**src/rtl/debug_link_pkg.sv**
```systemverilog
`default_nettype none
// +----------------------------------------------------------------------+
// | Module   : debug_link_pkg                                            |
// | Purpose  : Shared constants and FSM state type for the debug serial  |
// |            link (transmitter and receiver).                          |
// | Contents : DEBUG_FRAME_BITS, DEBUG_MIN_GAP, debug_state_e            |
// | Revision : 1.0  initial release                                      |
// +----------------------------------------------------------------------+
package debug_link_pkg;

   localparam int DEBUG_FRAME_BITS = 40;
   // Receiver needs this many idle cycles after a frame to re-arm.
   localparam int DEBUG_MIN_GAP    = 3;

   typedef enum logic [2:0] {
      IDLE    = 3'd0,
      START   = 3'd1,
      SHIFT   = 3'd2,
      GAP     = 3'd3,
      RECOVER = 3'd4
   } debug_state_e;

endpackage
`default_nettype wire

```
**src/rtl/debug_data_transmitter_if.sv**
```systemverilog
`default_nettype none
// +----------------------------------------------------------------------+
// | Module   : debug_data_transmitter_if                                 |
// | Purpose  : Valid/ready word-push bus into the debug transmitter.     |
// | Signals  : tx_data  - 40-bit word to send                            |
// |            tx_valid - tx_data valid (producer)                       |
// |            tx_ready - transmitter can accept (consumer)              |
// | Modports : master (producer side), slave (transmitter side)          |
// | Revision : 1.0  initial release                                      |
// +----------------------------------------------------------------------+
interface debug_data_transmitter_if;
   import debug_link_pkg::*;

   logic [DEBUG_FRAME_BITS-1:0] tx_data;
   logic                        tx_valid;
   logic                        tx_ready;

   modport master (output tx_data, output tx_valid, input tx_ready);
   modport slave  (input tx_data, input tx_valid, output tx_ready);

endinterface
`default_nettype wire

```
**src/rtl/debug_word_fifo.sv**
```systemverilog
`default_nettype none
// +----------------------------------------------------------------------+
// | Module   : debug_word_fifo                                           |
// | Purpose  : Single-clock word FIFO, ready/valid push, strobe pop.     |
// | Ports    : debug_clk, reset (sync, active-high)                      |
// |            push_data_i/push_valid_i/push_ready_o - push handshake    |
// |            pop_i - pop strobe, pop_data_o - head word, empty_o       |
// | Revision : 1.0  initial release                                      |
// +----------------------------------------------------------------------+
module debug_word_fifo #(
   parameter int DEPTH = 4,
   parameter int WIDTH = 40
) (
   input  wire logic             debug_clk,
   input  wire logic             reset,
   input  wire logic [WIDTH-1:0] push_data_i,
   input  wire logic             push_valid_i,
   output logic                  push_ready_o,
   input  wire logic             pop_i,
   output logic [WIDTH-1:0]      pop_data_o,
   output logic                  empty_o
);

   localparam int AW = $clog2(DEPTH);
   localparam int CW = AW + 1;

   logic [WIDTH-1:0] mem_q [DEPTH];
   logic [AW-1:0]    wr_ptr_q;
   logic [AW-1:0]    rd_ptr_q;
   logic [CW-1:0]    count_q;
   logic [CW-1:0]    count_d;
   logic             ready_q;
   logic             do_push;
   logic             do_pop;

   // ready_q is the registered "not full", so a full FIFO refuses a push
   // even when a pop happens on the same edge.
   assign do_push = push_valid_i && ready_q;
   assign do_pop  = pop_i && (count_q != '0);

   always_comb begin
      count_d = count_q;
      if (do_push && !do_pop) begin
         count_d = count_q + CW'(1);
      end else if (!do_push && do_pop) begin
         count_d = count_q - CW'(1);
      end
   end

   always_ff @(posedge debug_clk) begin
      if (reset) begin
         wr_ptr_q <= '0;
         rd_ptr_q <= '0;
         count_q  <= '0;
         ready_q  <= 1'b0;
      end else begin
         if (do_push) wr_ptr_q <= wr_ptr_q + AW'(1);
         if (do_pop)  rd_ptr_q <= rd_ptr_q + AW'(1);
         count_q <= count_d;
         ready_q <= (count_d != CW'(DEPTH));
      end
   end

   // Storage needs no reset: the pointers define what is valid.
   always_ff @(posedge debug_clk) begin
      if (do_push) mem_q[wr_ptr_q] <= push_data_i;
   end

   assign pop_data_o   = mem_q[rd_ptr_q];
   assign empty_o      = (count_q == '0);
   assign push_ready_o = ready_q;

endmodule
`default_nettype wire

```
**src/rtl/debug_data_transmitter.sv**
```systemverilog
`default_nettype none
// +----------------------------------------------------------------------+
// | Module   : debug_data_transmitter                                    |
// | Purpose  : Serialises queued 40-bit debug words: a one-cycle         |
// |            data_start strobe, then 40 bits MSB-first on sout.        |
// | Ports    : debug_clk, reset (sync, active-high)                      |
// |            tx          - word push bus (slave modport)               |
// |            data_start  - frame start strobe                          |
// |            sout        - serial data                                 |
// |            busy        - FSM not idle or words queued                |
// |            frames_sent - completed frame count (wraps)               |
// | Revision : 1.0  initial release                                      |
// +----------------------------------------------------------------------+
module debug_data_transmitter
   import debug_link_pkg::*;
#(
   parameter int FIFO_DEPTH = 4,
   parameter int GAP_CYCLES = DEBUG_MIN_GAP,
   parameter int CNT_W      = 16
) (
   input  wire logic               debug_clk,
   input  wire logic               reset,
   debug_data_transmitter_if.slave tx,
   output logic                    data_start,
   output logic                    sout,
   output logic                    busy,
   output logic [CNT_W-1:0]        frames_sent
);

   localparam int FB    = DEBUG_FRAME_BITS;
   localparam int GAP_W = $clog2(FB + GAP_CYCLES + 1);

   debug_state_e          state_q;
   debug_state_e          state_d;
   logic [5:0]            bit_cnt_q;
   logic [5:0]            bit_cnt_d;
   // Shared by GAP and RECOVER; sized for the longer RECOVER interval.
   logic [GAP_W-1:0]      gap_cnt_q;
   logic [GAP_W-1:0]      gap_cnt_d;
   logic [FB-1:0]         shreg_q;
   logic [FB-1:0]         shreg_d;
   logic                  data_start_q;
   logic                  sout_q;
   logic                  busy_q;
   logic [CNT_W-1:0]      frames_q;
   logic                  frame_done;

   logic                  fifo_pop;
   logic                  fifo_empty;
   logic [FB-1:0]         fifo_data;

   debug_word_fifo #(
      .DEPTH (FIFO_DEPTH),
      .WIDTH (FB)
   ) u_fifo (
      .debug_clk    (debug_clk),
      .reset        (reset),
      .push_data_i  (tx.tx_data),
      .push_valid_i (tx.tx_valid),
      .push_ready_o (tx.tx_ready),
      .pop_i        (fifo_pop),
      .pop_data_o   (fifo_data),
      .empty_o      (fifo_empty)
   );

   always_comb begin
      state_d    = state_q;
      bit_cnt_d  = bit_cnt_q;
      gap_cnt_d  = gap_cnt_q;
      shreg_d    = shreg_q;
      fifo_pop   = 1'b0;
      frame_done = 1'b0;
      case (state_q)
         IDLE: begin
            if (!fifo_empty) begin
               fifo_pop = 1'b1;
               shreg_d  = fifo_data;
               state_d  = START;
            end
         end
         START: begin
            bit_cnt_d = '0;
            state_d   = SHIFT;
         end
         SHIFT: begin
            shreg_d = {shreg_q[FB-2:0], 1'b0};
            if (bit_cnt_q == 6'(FB - 1)) begin
               frame_done = 1'b1;
               gap_cnt_d  = '0;
               state_d    = GAP;
            end else begin
               bit_cnt_d = bit_cnt_q + 6'd1;
            end
         end
         GAP: begin
            if (gap_cnt_q == GAP_W'(GAP_CYCLES - 1)) begin
               state_d = IDLE;
            end else begin
               gap_cnt_d = gap_cnt_q + GAP_W'(1);
            end
         end
         RECOVER: begin
            // Hold the line low for a full frame plus gap so a receiver
            // caught mid-frame drains zeros and re-arms.
            if (gap_cnt_q == GAP_W'(FB + GAP_CYCLES - 1)) begin
               state_d = IDLE;
            end else begin
               gap_cnt_d = gap_cnt_q + GAP_W'(1);
            end
         end
         default: begin
            gap_cnt_d = '0;
            state_d   = RECOVER;
         end
      endcase
   end

   // Outputs are registered from the current state, so they lag the
   // state by one cycle (strobe appears the cycle after START is entered).
   always_ff @(posedge debug_clk) begin
      if (reset) begin
         state_q      <= RECOVER;
         bit_cnt_q    <= '0;
         gap_cnt_q    <= '0;
         shreg_q      <= '0;
         data_start_q <= 1'b0;
         sout_q       <= 1'b0;
         busy_q       <= 1'b1;
         frames_q     <= '0;
      end else begin
         state_q      <= state_d;
         bit_cnt_q    <= bit_cnt_d;
         gap_cnt_q    <= gap_cnt_d;
         shreg_q      <= shreg_d;
         data_start_q <= (state_q == START);
         sout_q       <= (state_q == SHIFT) && shreg_q[FB-1];
         busy_q       <= (state_q != IDLE) || !fifo_empty;
         if (frame_done) frames_q <= frames_q + CNT_W'(1);
      end
   end

   assign data_start  = data_start_q;
   assign sout        = sout_q;
   assign busy        = busy_q;
   assign frames_sent = frames_q;

endmodule
`default_nettype wire

```
**src/flat_wrapper.sv**
```systemverilog
// flat-port wrapper written by rule: the top's interface ports become plain ports
module debug_data_transmitter_flat import debug_link_pkg::*;
#(
   parameter int FIFO_DEPTH = 4,
   parameter int GAP_CYCLES = DEBUG_MIN_GAP,
   parameter int CNT_W      = 16
)
  (debug_clk, reset, data_start, sout, busy, frames_sent, tx_tx_data, tx_tx_valid, tx_tx_ready);
  debug_data_transmitter_if tx_i ();
  input  wire logic debug_clk;
  input  wire logic reset;
  output logic data_start;
  output logic sout;
  output logic busy;
  output logic [CNT_W-1:0] frames_sent;
  input wire logic [$bits(tx_i.tx_data)-1:0] tx_tx_data;
  input wire logic [$bits(tx_i.tx_valid)-1:0] tx_tx_valid;
  output wire logic [$bits(tx_i.tx_ready)-1:0] tx_tx_ready;
  assign tx_i.tx_data = tx_tx_data;
  assign tx_i.tx_valid = tx_tx_valid;
  assign tx_tx_ready = tx_i.tx_ready;
  debug_data_transmitter #(.FIFO_DEPTH(FIFO_DEPTH), .GAP_CYCLES(GAP_CYCLES), .CNT_W(CNT_W)) u_core (.debug_clk(debug_clk), .reset(reset), .tx(tx_i), .data_start(data_start), .sout(sout), .busy(busy), .frames_sent(frames_sent));
endmodule
```
**config.mk**
```make
export PLATFORM = sky130hd
export DESIGN_NAME = debug_data_transmitter_flat
export DESIGN_NICKNAME = d
export VERILOG_FILES = /design/src/rtl/debug_link_pkg.sv /design/src/rtl/debug_data_transmitter_if.sv /design/src/rtl/debug_word_fifo.sv /design/src/rtl/debug_data_transmitter.sv /design/src/flat_wrapper.sv
export SDC_FILE = /design/constraint.sdc
export NUM_CORES = 1
export LEC_CHECK = 0
export CAP_MARGIN = 20
export CORE_UTILIZATION = 59
export DETAILED_ROUTE_END_ITERATION = 6
export PLACE_DENSITY = 0.9
export SLEW_MARGIN = 20
export SYNTH_ARGS = -nofsm -noshare
export SYNTH_HDL_FRONTEND = slang
export SYNTH_SLANG_ARGS = --single-unit
```
**constraint.sdc**
```tcl
create_clock -name debug_clk -period 3.3 [get_ports debug_clk]
set_input_delay 0.99 -clock debug_clk [delete_from_list [all_inputs] [get_ports debug_clk]]
set_output_delay 0.99 -clock debug_clk [all_outputs]
set_load 0.02 [all_outputs]
```
==> results.py <==
metrics = {
    "synthesis": {
        "synth_top_cell_by_area": "edfxtp_1",
        "async_flop_share_pct": 0,
        "synthesis.area_mm2": 0.00965,
        "synth_top_area_share_pct": 49.8,
        "syn_inst": 658,
        "synth_fp_nets": 712,
        "yosysWarnings": 0,
        "synth_cell_types": 59,
        "synth_seq_cells": 244,
        "seq_area_frac_synth_pct": 67.2,
        "synth-edff-count": 160,
        "ys.flop_type": "edfxtp_1",
        "syn_area_per_cell_um2": 14.7,
        "synth_area_leaders": "edfxtp_1, dfxtp_1, mux4_2",
    },
    "clock_network": {
        "clkSinkCount": 244,
        "clk_pin_slew_ns": 0.07,
        "cts-root-buf": "clkbuf_16",
        "hold_buffers": 0,
        "cts.repair.resized": 0,
        "clk_latency_ns": 0.51,
        "postCtsSetupBuffers": 0,
        "numCtsBuffers": 25,
        "cts_tree": "built",
        "clockBufferDepth": 3,
        "cts.htree.levels": 1,
    },
    "placed_design": {
        "place_hpwl_mm": 11.7,
        "dp.cells": 903,
        "pre_cts_slack_ns": 0.524,
        "routabilityCongestion": 0.771,
        "placedInstanceArea_mm2": 0.0105,
        "port_buffers": 62,
    },
    "floorplan": {
        "num_rows": 46,
        "fp.dieH_um": 130,
        "io_pins": 63,
        "dieArea_mm2": 0.0169,
        "initial_utilization_pct": 60.5,
        "die_w_um": 130,
        "coreArea_mm2": 0.0159,
    },
    "cells_and_area": {
        "drive_gt1_share_pct": 14.9,
        "diodes": 0,
        "final_common_cell": "edfxtp_1",
        "final_cell_mix": "edfxtp_1, dfxtp_1, a21oi_1",
        "fin_area_mm2": 0.0113,
        "fillCellCount": 969,
        "layout.cells.non_filler": 948,
        "nets": 768,
        "syn_to_final_growth_pct": 17.5,
    },
    "worst_setup_path": {
        "arrival_ns": 1.77,
        "path_delay_family": "buffers and inverters",
        "critPathLaunchType": "register",
        "required_ns": 2.31,
        "cp_max_fo": 11,
        "critPathKind": "reg2out",
        "cp.depth": 1,
        "cp_num_buf_inv": 1,
        "max_stage_delay_ns": 0.70,
        "crit_path_top_delay_cell": "clkdlybuf4s50_1",
        "crit_chain": "clkdlybuf4s50_1",
        "end_kind": "primary output",
        "regToRegSetupSlack_ns": 1.03,
        "worstRegToRegCells": 5,
    },
    "status": {
        "status": "completed",
    },
    "detailed_routing": {
        "post_drt_via_cell_ratio": 6.44,
        "post_drt_wl_per_cell_um": 21.1,
        "firstDrtPassIters": 5,
        "drt-initial-drc-count": 575,
        "drt.antenna.violating_nets": 0,
        "totalWireLength_mm": 20.0,
        "drc": 0,
        "vias": 6103,
    },
    "sta": {
        "worst_pin_slew_ns": 1.10,
        "rsz0062_at_grt": "no",
        "period_minus_slack_ns": 2.76,
        "min_period_over_period_pct": 83.5,
        "setup_viol": 0,
        "slew_violations": 0,
        "hold_viol_final": 0,
        "slew_headroom_pct": 26.9,
        "finalSetupTns_ns": 0,
        "worst_slack_ns": 0.544,
        "skew_ns": 0.00876,
        "fmax_mhz": 363,
    },
    "pwr": {
        "power.net_switching_w": 0.00144,
        "seqPwrFrac_pct": 50.7,
        "fin_total_pwr_w": 0.00683,
        "pwr-share-comb_pct": 6.1,
        "powerDensity_mw_per_mm2": 602,
        "switching_share_pct": 21.1,
        "ir_worst_vdd_v": 0.000586,
        "clkPwrFrac_pct": 43.2,
        "internal-power_w": 0.00539,
        "p_leak_nw": 3.62,
    },
    "global_routing": {
        "antenna_found_initial": 1,
        "track_usage_pct": 24.9,
        "grt_overflow": 0,
        "grt_pass1_wl_mm": 31.9,
        "grt_pass1_vias": 6181,
        "grt_start_max_net_pins": 45,
    },
    "run": {
        "maxCapViolations": 0,
    },
    "hold_path": {
        "worstHoldPathType": "reg2reg",
        "holdPathStages": 2,
    },
}
==> final timing paths <==
check / end / from
worst max register to register: u_core.frames_sent[15]$_SDFFE_PP0P_ / u_core.bit_cnt_q[0]$_SDFFE_PP0P_
worst max-delay path: tx_tx_ready / u_core.u_fifo.push_ready_o$_SDFF_PP0_
worst min-delay path: u_core.shreg_q[37]$_SDFFE_PP0P_ / u_core.shreg_q[37]$_SDFFE_PP0P_
worst min register to register: u_core.shreg_q[37]$_SDFFE_PP0P_ / u_core.shreg_q[37]$_SDFFE_PP0P_
==> power groups by stage <==
stage                     sequential, W  combinational [W]  clock (W)
after detailed placement        0.00352           0.000405          0
final                           0.00346           0.000418    0.00295
after global routing            0.00347           0.000452    0.00311
after floorplan                 0.00350           0.000234          0
after CTS                       0.00346           0.000416    0.00299
after global placement          0.00350           0.000379          0
==> metal layers <==
metal | part of all wire [%] | routed length [um] | GRT usage (%) | vias to the layer above
met5 | 0.055 | 11 | 0 | -
met4 | 3.2 | 642 | 11.6 | 2
met3 | 8.1 | 1620 | 4.22 | 63
met2 | 51 | 10200 | 42.6 | 322
met1 | 38 | 7570 | 31.2 | 3025
li1 | - | - | - | 2691
==> kinds of logic after synthesis <==
kind of cell / count (synthesis) / synth area share [%]
buffers and inverters: 59 / 2.77
adders and majority gates: 11 / 1.43
and+or+nand+nor: 146 / 8.66
xor gates and xnor gates: 7 / 0.635
AOI/OAI and AO/OA: 149 / 9.77
DFF: 244 / 67.2
muxes: 42 / 9.54
==> worst register-to-register path: stages, from the launching register on <==
cell,delay (ns)
dfxtp_1,0.37
ha_1,0.22
and4bb_1,0.54
nand4_2,0.38
or4_1,0.56
a21oi_1,0.14
==> cell type report <==
type                       count  area [um^2]  share of cell area (%)
multi-input combinational    355         2910                    25.6
inverter                      15         56.3                   0.496
clock inverter                16          213                    1.87
timing repair buffer          73          761                    6.70
tap                          216          270                    2.38
sequential                   244         6490                    57.2
clock buffer                  29          651                    5.73
==> synth_stat cells, types with 2 or more instances <==
master	instances
a22oi_1	39
and4_1	2
o211ai_1	2
or3b_1	2
or3_1	7
clkbuf_1	21
xnor2_1	3
a211o_1	3
buf_2	16
o21ai_0	7
nand4_1	10
mux2i_1	2
a21oi_1	69
and2_1	2
a211oi_1	2
or4_1	10
xor2_1	4
o31ai_1	12
ha_1	11
dfxtp_1	84
nand2_1	50
a21o_1	2
nor3_1	6
and3_1	10
nand3b_1	3
nor2_1	13
buf_1	3
buf_6	3
or2_2	3
nand2b_1	2
nand3_1	11
edfxtp_1	160
inv_1	15
mux4_2	40
nor4b_1	4
a31oi_1	2
==> per-stage QoR <==
step	hold slack (ns)	utilization (%)
after global placement	0.438	65.8
after global routing	0.471	71.2
after detailed placement	0.448	65.8
after floorplan	0.427	-
final	0.461	71.2
after CTS	0.460	71.2
==> flip-flops by register name, indices dropped and copies added, names as in the netlist, named ones only <==
register,cells
u_core.sout,1
u_core.u_fifo.wr_ptr_q,2
u_core.busy,1
u_core.state_q,3
u_core.frames_sent,16
u_core.gap_cnt_q,6
u_core.u_fifo.mem_q,160
u_core.u_fifo.rd_ptr_q,2
u_core.data_start,1
u_core.u_fifo.push_ready_o,1
u_core.bit_cnt_q,6
u_core.shreg_q,40
u_core.u_fifo.count_q,3
No activity file was read; power rests on OpenSTA's default activity.
